===== config.mk =====
export PLATFORM = sky130hd
export DESIGN_NAME = simon_key_unscheduler
export DESIGN_NICKNAME = d
export VERILOG_FILES = /design/src/rtl/simon_key_unscheduler.sv
export SDC_FILE = /design/constraint.sdc
export NUM_CORES = 1
export LEC_CHECK = 0
export BUFFER_PORTS_ARGS = -buffer_cell sky130_fd_sc_hd__buf_2
export CAP_MARGIN = 20
export CORE_MARGIN = 5
export CORE_UTILIZATION = 55
export CTS_BUF_LIST = sky130_fd_sc_hd__clkbuf_16
export DETAILED_ROUTE_END_ITERATION = 8
export GPL_TIMING_DRIVEN = 0
export PLACE_DENSITY = 0.89
export SLEW_MARGIN = 0
export SYNTH_ARGS = -nofsm -noshare
export SYNTH_HDL_FRONTEND = slang
export SYNTH_SLANG_ARGS = --single-unit

===== constraint.sdc =====
create_clock -name clk -period 5.35 [get_ports clk]
set_clock_uncertainty 0.15 [all_clocks]
set_input_delay 1.07 -clock clk [delete_from_list [all_inputs] [get_ports clk]]
set_output_delay 1.07 -clock clk [all_outputs]
set_load 0.03 [all_outputs]

===== src/rtl/simon_key_unscheduler.sv =====
// Reverse-order round-key generator for SIMON 96/96 decryption.
// Expands the master key forward to k[T-2]/k[T-1], then walks the schedule backwards one key per handshake.
module simon_key_unscheduler #(
  parameter int unsigned N = 48,
  parameter int unsigned M = 2,
  parameter int unsigned T = 52,
  parameter logic [61:0] Z = 62'b10101111011100000011010010011000101000010001111110010110110011
) (
  input  logic           clk,
  input  logic           rst_n,
  input  logic           start,
  input  logic [N*M-1:0] key,
  output logic           busy,
  output logic           rk_valid,
  input  logic           rk_ready,
  output logic [N-1:0]   rk,
  output logic [6:0]     rk_idx,
  output logic           done
);

  typedef enum logic [1:0] {
    S_IDLE,
    S_EXPAND,
    S_EMIT
  } state_t;

  // Z is written with z[0] leftmost; reversing it lets zb(i) be a plain bit select.
  localparam logic [61:0]  ZR = {<<{Z}};
  localparam logic [N-1:0] C  = {{(N-2){1'b1}}, 2'b00};

  state_t       state;
  logic [N-1:0] a;
  logic [N-1:0] b;
  logic [6:0]   cnt;
  logic [N-1:0] fwd_word;
  logic [N-1:0] rev_word;
  logic [5:0]   rev_zi;

  function automatic logic [N-1:0] f_mix(input logic [N-1:0] x);
    return {x[2:0], x[N-1:3]} ^ {x[3:0], x[N-1:4]};
  endfunction

  always_comb begin
    fwd_word = '0;
    rev_zi   = '0;
    rev_word = '0;
    fwd_word = C ^ a ^ f_mix(b) ^ {{(N-1){1'b0}}, ZR[cnt[5:0]]};
    rev_zi   = cnt[5:0] - 6'd2;
    rev_word = C ^ b ^ f_mix(a) ^ {{(N-1){1'b0}}, ZR[rev_zi]};
  end

  assign rk     = b;
  assign rk_idx = cnt;

  always_ff @(posedge clk or negedge rst_n) begin
    if (!rst_n) begin
      state    <= S_IDLE;
      a        <= '0;
      b        <= '0;
      cnt      <= '0;
      busy     <= 1'b0;
      rk_valid <= 1'b0;
      done     <= 1'b0;
    end else begin
      done <= 1'b0;
      case (state)
        S_IDLE: begin
          if (start) begin
            a     <= key[N-1:0];
            b     <= key[2*N-1:N];
            cnt   <= '0;
            busy  <= 1'b1;
            state <= S_EXPAND;
          end
        end
        S_EXPAND: begin
          a <= b;
          b <= fwd_word;
          if (cnt == 7'(T - 3)) begin
            cnt      <= 7'(T - 1);
            rk_valid <= 1'b1;
            state    <= S_EMIT;
          end else begin
            cnt <= cnt + 7'd1;
          end
        end
        S_EMIT: begin
          if (rk_ready) begin
            if (cnt >= 7'd2) begin
              b   <= a;
              a   <= rev_word;
              cnt <= cnt - 7'd1;
            end else if (cnt == 7'd1) begin
              // k[-1] does not exist, so A is simply left as is.
              b   <= a;
              cnt <= '0;
            end else begin
              rk_valid <= 1'b0;
              busy     <= 1'b0;
              done     <= 1'b1;
              state    <= S_IDLE;
            end
          end
        end
        default: state <= S_IDLE;
      endcase
    end
  end

endmodule


==> results of run 1 <==
-- layer usage --
| metal | up-vias | global-route usage [%] |
|---|---|---|
| met5 | - | 0 |
| met4 | 0 | 12.6 |
| met3 | 101 | 5.89 |
| met2 | 551 | 47.1 |
| met1 | 4047 | 39.0 |
| li1 | 3956 | - |
-- area by class of cell --
class | instances | area (µm²) | share of cell area [%]
Antenna cell | 1 | 2.50 | 0.0254
Buffer | 167 | 671 | 6.80
Inverter | 14 | 52.6 | 0.533
Clock inverter | 7 | 83.8 | 0.850
Sequential cell | 108 | 2700 | 27.4
Multi-Input combinational cell | 798 | 5070 | 51.4
Timing Repair Buffer | 158 | 816 | 8.28
Tap cell | 188 | 235 | 2.39
Clock buffer | 9 | 225 | 2.28
-- synth_stat cells (2+ instances only) --
cell,number
a22o_1,2
buf_2,9
o21ai_0,192
o22ai_1,3
o21ai_1,8
buf_4,2
nand3_1,7
dfrtp_1,108
buf_6,3
nor3_1,2
o221ai_1,2
o211ai_1,93
o311ai_0,2
inv_1,12
a31oi_1,2
mux2i_1,3
clkinv_1,2
xnor2_1,191
xor2_1,8
a21oi_1,9
nor2_1,12
clkbuf_1,141
nor2b_1,2
nand2_1,204
clkbuf_2,2
ha_1,17
a211oi_1,2
buf_1,10
nand2b_1,2
mux4_2,3
or3_1,2
-- placed cells by master (no fill, tap or decap), drive strengths merged, types with 2 or more instances in the layout --
master,netlist,final
a211oi,4,4
a21oi,9,9
a22o,2,2
a31oi,2,2
buf,24,182
bufinv,0,2
clkbuf,143,152
clkinv,2,4
dfrtp,108,108
ha,17,17
inv,12,14
mux2i,3,3
mux4,3,3
nand2,204,204
nand2b,2,2
nand3,7,7
nor2,13,13
nor2b,2,2
nor3,2,2
o211ai,93,93
o21ai,200,200
o221ai,2,2
o22ai,3,3
o311ai,2,2
or3,2,2
xnor2,191,191
xor2,8,8
-- state kept, by name, indices dropped and copies added, names as in the netlist --
signal	count
a	48
busy	1
rk	48
state	2
done	1
rk_idx	7
rk_valid	1
-- final timing paths --
check	from	cells after the start	to	slack, ps
worst min-delay path	rk_valid	1	rk_valid	370
worst min register to register	rk_valid	1	rk_valid	370
worst max-delay path	rk_idx[2]	10	a[2]	1840
worst max register to register	rk_idx[2]	10	a[2]	1840
max in group asynchronous	rst_n	2	a[45]	3720
min in group asynchronous	rst_n	1	rk[14]	600
-- metrics by stage --
stage | cells | hold WS [ps]
2_1_floorplan | 1087 | 394
3_3_place_gp | 1432 | 347
3_5_place_dp | 1433 | 340
4_1_cts | 1449 | 369
5_1_grt | 1449 | 381
6_report | 1450 | 371
-- worst max-delay path: stages (launching register included) --
cell and delay, ps:
dfrtp_1 430, clkbuf_1 240, inv_1 280, ha_1 330, or4b_4 520, a211oi_4 320
a211o_1 360, buf_2 310, buf_2 280, nand2_1 90, o21ai_0 110
-- kinds of logic (layout without fill, tap and decap cells) --
| kind of cell | count (synthesis) | after routing | share of synthesized area [%] |
|---|---|---|---|
| AND/OR/NAND/NOR | 243 | 243 | 11.7 |
| multiplexers | 7 | 7 | 1.33 |
| adder cells (fa/ha/maj) | 17 | 17 | 2.50 |
| buffers and inverters | 181 | 355 | 8.51 |
| other | 0 | 1 | 0 |
| flip-flops | 108 | 108 | 31.8 |
| AO/OA/AOI/OAI | 332 | 332 | 23.6 |
| XOR/XNOR | 199 | 199 | 20.5 |
==> flow_metrics.py, run 1 <==
metrics = {
    "worst_setup_path": {
        "crit_path_end_kind": "flop",
        "cp.arrival_ps": 3630,
        "path_class": "flop to flop",
        "crit_fanout": 10,
        "startpoint_type": "flop",
        "cp.required_ps": 5470,
    },
    "drt": {
        "dr_wl_met3_mm": 2.92,
        "initialDrtViolationCount": 1073,
        "wl_met1_mm": 10.4,
        "drt-vias-per-instance": 5.97,
        "antenna_left": 0,
        "drc": 0,
        "finalWirelength_mm": 26.7,
        "vias": 8655,
        "routed-wl-met2_mm": 12.3,
        "top_layer": "met4",
        "firstDrtPassIters": 6,
        "wire_per_inst_um": 18.4,
    },
    "global_route": {
        "grt_usage_pct": 29.5,
        "grt_pass1_vias": 8436,
        "antenna_found_initial": 0,
        "grt_first_pass_wirelength_mm": 42.8,
        "grt_overflow": 0,
        "grt_max_degree": 59,
    },
    "sta": {
        "worstMarginPinSlew_ps": 682,
        "fmax_mhz": 285,
        "fin_crit_ps": 3510,
        "fin_tns_setup_ps": 0,
        "setup-violations-final": 0,
        "layout_setup_ws_ps": 1840,
        "max_slew_margin_pct": 54.6,
        "fin_crit_sh_pct": 65.6,
        "hold_violations": 0,
        "rsz0062_at_grt": "false",
        "report.final.slew_viol_count": 0,
    },
    "placement": {
        "globalplace.congestion": 0.926,
        "hpwl_mm": 19.3,
        "pre_cts_ws_ps": 1970,
        "portBuffers": 157,
        "dpl-instance-area_um2": 9550,
    },
    "floorplanning": {
        "chipHeight_um": 134,
        "coreArea_um2": 15200,
        "start_util_pct": 55.9,
        "design.die.area_um2": 18000,
        "row_count": 45,
        "die_w_um": 134,
        "ios": 158,
    },
    "cts": {
        "htree_num_levels": 3,
        "cts_sinks": 108,
        "cts_tree": "built",
        "clockBufferDepth": 2,
        "clkTransAtPathRegs_ps": 70,
        "cts_hold_buf": 0,
        "worst_skew_pair.late_latency_ps": 360,
        "cts_root_buffer": "clkbuf_16",
        "cts_resized": 0,
        "post_cts_buffers": 0,
        "cts_made_buffers": 9,
    },
    "synthesis": {
        "yosys_warnings": 0,
        "ys_ff_latch": 108,
        "yosysSeqAreaShare_pct": 31.8,
        "synth_top_area_share_pct": 31.8,
        "synth_area_um2": 8500,
        "yosysTopAreaCell": "dfrtp_1",
        "synth_flop_cell": "dfrtp_1",
        "synthesis.nets": 1204,
        "ys_types": 61,
        "synthCells": 1087,
        "synth_edf_count": 0,
        "synthArstFlopShare_pct": 100,
        "synth.area.top_cells": "dfrtp_1 32%, xnor2_1 20%, o21ai_0 11%",
        "syn_avg_cell_area_um2": 7.82,
    },
    "run_status": {
        "status": "complete, no violations",
    },
    "layout": {
        "utilization_pct": 64.8,
        "synthToLayoutAreaGrowth_pct": 16.0,
        "drive_gt1_share_pct": 15.8,
        "nFillCells": 1272,
        "fin_area_um2": 9860,
        "fin_nets": 1373,
    },
    "worst_hold_path": {
        "hp-class": "flop to flop",
    },
    "job": {
        "maxCapViolCount": 0,
    },
}
Power of run 1 is not shown: default switching activity piles up to over one toggle a cycle in this logic, so the estimate is an artifact.
==> run 2, diff against run 1 <==
- clock period: 5.35 -> 3.3 ns (I/O delays scaled with it)
==> flow_metrics.py, run 2 (synthesis gave the netlist of run 1 again) <==
metrics = {
    "run_status": {
        "status": "complete, no violations",
    },
    "floorplanning": {
        "row_count": 45,
        "ios": 158,
        "die_w_um": 134,
        "design.die.area_um2": 18000,
        "chipHeight_um": 134,
        "coreArea_um2": 15200,
        "start_util_pct": 55.9,
    },
    "layout": {
        "fin_cells": 1453,
        "diodes": 0,
        "drive_gt1_share_pct": 16.4,
        "layout_commonest_cell": "nand2_1",
        "synthToLayoutAreaGrowth_pct": 16.6,
        "most-common-layout-cells": "204 x nand2_1, 192 x o21ai_0, 191 x xnor2_1",
        "fin_nets": 1377,
    },
    "cts": {
        "cts_sinks": 108,
        "cts_hold_buf": 0,
        "cts_made_buffers": 9,
        "clkTransAtPathRegs_ps": 70,
        "worst_skew_pair.late_latency_ps": 360,
        "cts_root_buffer": "clkbuf_16",
        "htree_num_levels": 3,
        "cts_tree": "built",
        "clockBufferDepth": 2,
    },
    "global_route": {
        "grt_first_pass_wirelength_mm": 42.8,
        "grt_overflow": 0,
        "antenna_found_initial": 0,
        "grt_pass1_vias": 8436,
        "grt_max_degree": 59,
        "grt_usage_pct": 29.5,
    },
    "worst_setup_path": {
        "cpPeakStageDelay_ps": 510,
        "path_class": "flop to flop",
        "crit_path_end_kind": "flop",
        "crit_family": "buffers and inverters",
        "crit_chain": "clkbuf_1 > inv_2 > ha_2 > or4b_4 > a211oi_4 > a311o_2 > buf_6 > buf_6 > buf_4 > nand2_1 > o21ai_0",
        "cp.required_ps": 3430,
        "critical_path.most_common_cell": "buf_6",
        "crit_buf_inv": 5,
        "cp.arrival_ps": 3280,
        "startpoint_type": "flop",
        "crit_slowest_cell": "or4b_4",
        "crit_fanout": 10,
    },
    "sta": {
        "fmax_mhz": 318,
        "hold_violations": 0,
        "worstMarginPinSlew_ps": 673,
        "setup-violations-final": 0,
        "report.final.slew_viol_count": 0,
        "fin_crit_ps": 3150,
        "rsz0062_at_grt": "false",
        "max_slew_margin_pct": 55.1,
        "whs_ps": 188,
        "fin_crit_sh_pct": 95.4,
    },
    "drt": {
        "initialDrtViolationCount": 1015,
        "finalWirelength_mm": 26.7,
        "drt-vias-per-instance": 5.96,
        "antenna_left": 0,
        "vias": 8661,
        "wire_per_inst_um": 18.4,
        "firstDrtPassIters": 6,
        "drc": 0,
    },
    "placement": {
        "globalplace.congestion": 0.926,
        "hpwl_mm": 19.3,
        "portBuffers": 157,
        "place_inst": 1433,
    },
    "worst_hold_path": {
        "hp-class": "input port to async pin",
    },
    "job": {
        "maxCapViolCount": 0,
    },
}
run 2: area by class of cell:
| cell class | instances | area, µm² |
|---|---|---|
| fillers | 1267 | 5300 |
| inverters | 14 | 52.6 |
| clock inverters | 7 | 83.8 |
| clock buffers | 9 | 225 |
| flip-flops and latches | 108 | 2700 |
| repair buffers | 162 | 846 |
| multi-input cells | 798 | 5080 |
| well taps | 188 | 235 |
| plain buffers | 167 | 681 |
run 2: path summary, 6_finish.rpt:
path                            cells after the start  slack, ps      start        to
worst max register to register                     11        150  rk_idx[2]    rk[30]
worst min register to register                      1        370   rk_valid  rk_valid
worst max-delay path                               11        150  rk_idx[2]    rk[30]
worst min-delay path                                1        190      rst_n    rk[14]
max in group asynchronous                           2       2080      rst_n     a[45]
min in group clk                                    1        370   rk_valid  rk_valid
run 2: layer usage:
| metal | global-route usage, % | part of all wire (%) |
|---|---|---|
| met5 | 0 | 0 |
| met4 | 12.6 | 4.2 |
| met3 | 5.89 | 11 |
| met2 | 47.1 | 46 |
| met1 | 39.0 | 39 |
run 2: repair_timing:
item | CTS | global route
setup buffers | 0 | 4
setup endpoints to repair | 43 | 88
pin swaps | 0 | 1
gates resized for setup | 2 | 7
run 2: worst register-to-register path: stages (launching register included):
cell and delay, ps:
dfrtp_1 420, clkbuf_1 240, inv_2 150, ha_2 250, or4b_4 510, a211oi_4 330, a311o_2 290, buf_6 200
buf_6 180, buf_4 200, nand2_1 70, o21ai_0 80
run 2: per-stage QoR:
stage / utilization (%) / instance area, µm² / worst slack (ps) / TNS, ps
global route: 65.1 / 9900 / 33.9 / 0
finish: 65.1 / 9900 / 151 / 0
floorplan: - / 8500 / 350 / 0
global placement: 62.6 / 9520 / -33.9 / -376
CTS: 64.8 / 9860 / 66.7 / 0
detailed placement: 62.8 / 9550 / -75.2 / -1710
Power of run 2 is left out for the same reason.
==> run 3, diff against run 2 <==
- GPL_TIMING_DRIVEN: 0 -> default
==> flow_metrics.py, run 3 (synthesis gave the netlist of run 1 again) <==
metrics = {
    "layout": {
        "drive_gt1_share_pct": 18.6,
        "layout_commonest_cell": "nand2_1",
        "fin_nets": 1222,
        "synthToLayoutAreaGrowth_pct": 10.2,
        "most-common-layout-cells": "204 x nand2_1, 192 x o21ai_0, 191 x xnor2_1",
    },
    "floorplanning": {
        "chipHeight_um": 134,
        "ios": 158,
        "die_w_um": 134,
        "coreArea_um2": 15200,
        "start_util_pct": 55.9,
        "row_count": 45,
        "design.die.area_um2": 18000,
    },
    "drt": {
        "vias": 7841,
        "antenna_left": 0,
        "initialDrtViolationCount": 821,
        "finalWirelength_mm": 23.5,
        "drc": 0,
        "firstDrtPassIters": 5,
        "wire_per_inst_um": 18.1,
        "drt-vias-per-instance": 6.04,
    },
    "cts": {
        "clkTransAtPathRegs_ps": 80,
        "clockBufferDepth": 2,
        "htree_num_levels": 3,
        "cts_tree": "built",
        "cts_resized": 0,
        "cts_sinks": 108,
        "cts_made_buffers": 9,
        "cts_hold_buf": 0,
        "worst_skew_pair.late_latency_ps": 360,
        "cts_root_buffer": "clkbuf_16",
        "post_cts_buffers": 0,
    },
    "job": {
        "maxCapViolCount": 0,
    },
    "global_route": {
        "grt_first_pass_wirelength_mm": 37.8,
        "antenna_found_initial": 1,
        "grt_pass1_vias": 7362,
        "grt_usage_pct": 25.6,
        "grt_max_degree": 77,
        "grt_overflow": 0,
    },
    "worst_setup_path": {
        "crit_chain": "inv_1 > ha_1 > or4b_4 > a211oi_4 > nor2_2 > a211oi_2 > nand2_1 > mux2_4",
        "crit_slowest_cell": "or4b_4",
        "crit_buf_inv": 1,
        "path_class": "flop to flop",
        "cpPeakStageDelay_ps": 510,
        "reg2reg_slack_ps": 290,
        "cp.depth": 8,
        "r2r_end": "rk_valid",
        "startpoint_type": "flop",
        "r2r-start": "rk_idx[1]",
        "startpoint": "rk_idx[1]",
        "endpoint": "rk_valid",
        "crit_path_end_kind": "flop",
        "crit_fanout": 10,
        "crit_family": "simple AND/OR/NAND/NOR gates",
        "rr_worst_depth": 8,
        "cp.required_ps": 3400,
        "cp.arrival_ps": 3110,
    },
    "sta": {
        "whs_ps": 161,
        "fin_crit_sh_pct": 91.1,
        "fmax_mhz": 333,
        "report.final.slew_viol_count": 0,
        "fin_tns_setup_ps": 0,
        "setup-violations-final": 0,
        "worstMarginPinSlew_ps": 710,
        "fin_crit_ps": 3010,
        "max_slew_margin_pct": 52.7,
        "rsz0062_at_grt": "false",
        "hold_violations": 0,
    },
    "placement": {
        "hpwl_mm": 16.1,
        "globalplace.congestion": 0.925,
        "portBuffers": 157,
    },
    "run_status": {
        "status": "complete, no violations",
    },
    "worst_hold_path": {
        "hp-class": "input port to async pin",
    },
}
[run 3: cell count changes in the layout (fill, tap and decap cells not counted), sizes merged]
cell and delta:
clkinv +1, inv -1, buf -8, clkbuf -147
diode +1
[run 3: layout make-up]
type	count	area, µm²
clock buffers	9	225
well taps	188	235
clock inverters	7	91.3
fillers	1273	5840
multi-input cells	798	5090
repair buffers	174	966
inverters	14	52.6
diodes	1	2.50
flip-flops and latches	108	2700
[run 3: worst min path at each step]
stage | startpoint | end | slack [ps]
after floorplan | rst_n | a[0] | 210
after global placement | rk_valid | rk_valid | 370
after detailed placement | rk_valid | rk_valid | 350
after CTS | rst_n | rk[19] | 180
after global routing | rst_n | rk[19] | 200
final | rst_n | rk[18] | 160
[run 3: worst register-to-register path: stages, from the launching register on]
cell and delay [ps]:
dfrtp_1 490, inv_1 250, ha_1 290, or4b_4 510, a211oi_4 270, nor2_2 140, a211oi_2 360, nand2_1 120
mux2_4 310
[run 3: per-layer routing]
layer  global-route usage [%]  wire, µm
met5                        0         0
met4                     9.45       644
met3                     3.53      2010
met2                     41.5     11100
met1                     35.2      9790
[run 3: per-stage QoR]
| stage | area, µm² | util [%] | cells | setup slack (ps) |
|---|---|---|---|---|
| 6_report | 9360 | 61.6 | 1299 | 293 |
| 4_1_cts | 9360 | 61.6 | 1298 | 315 |
| 3_5_place_dp | 9040 | 59.5 | 1282 | 342 |
| 3_3_place_gp | 9040 | 59.5 | 1282 | 464 |
| 2_1_floorplan | 8500 | - | 1087 | 350 |
| 5_1_grt | 9360 | 61.6 | 1299 | 112 |
Power of run 3 is left out for the same reason.
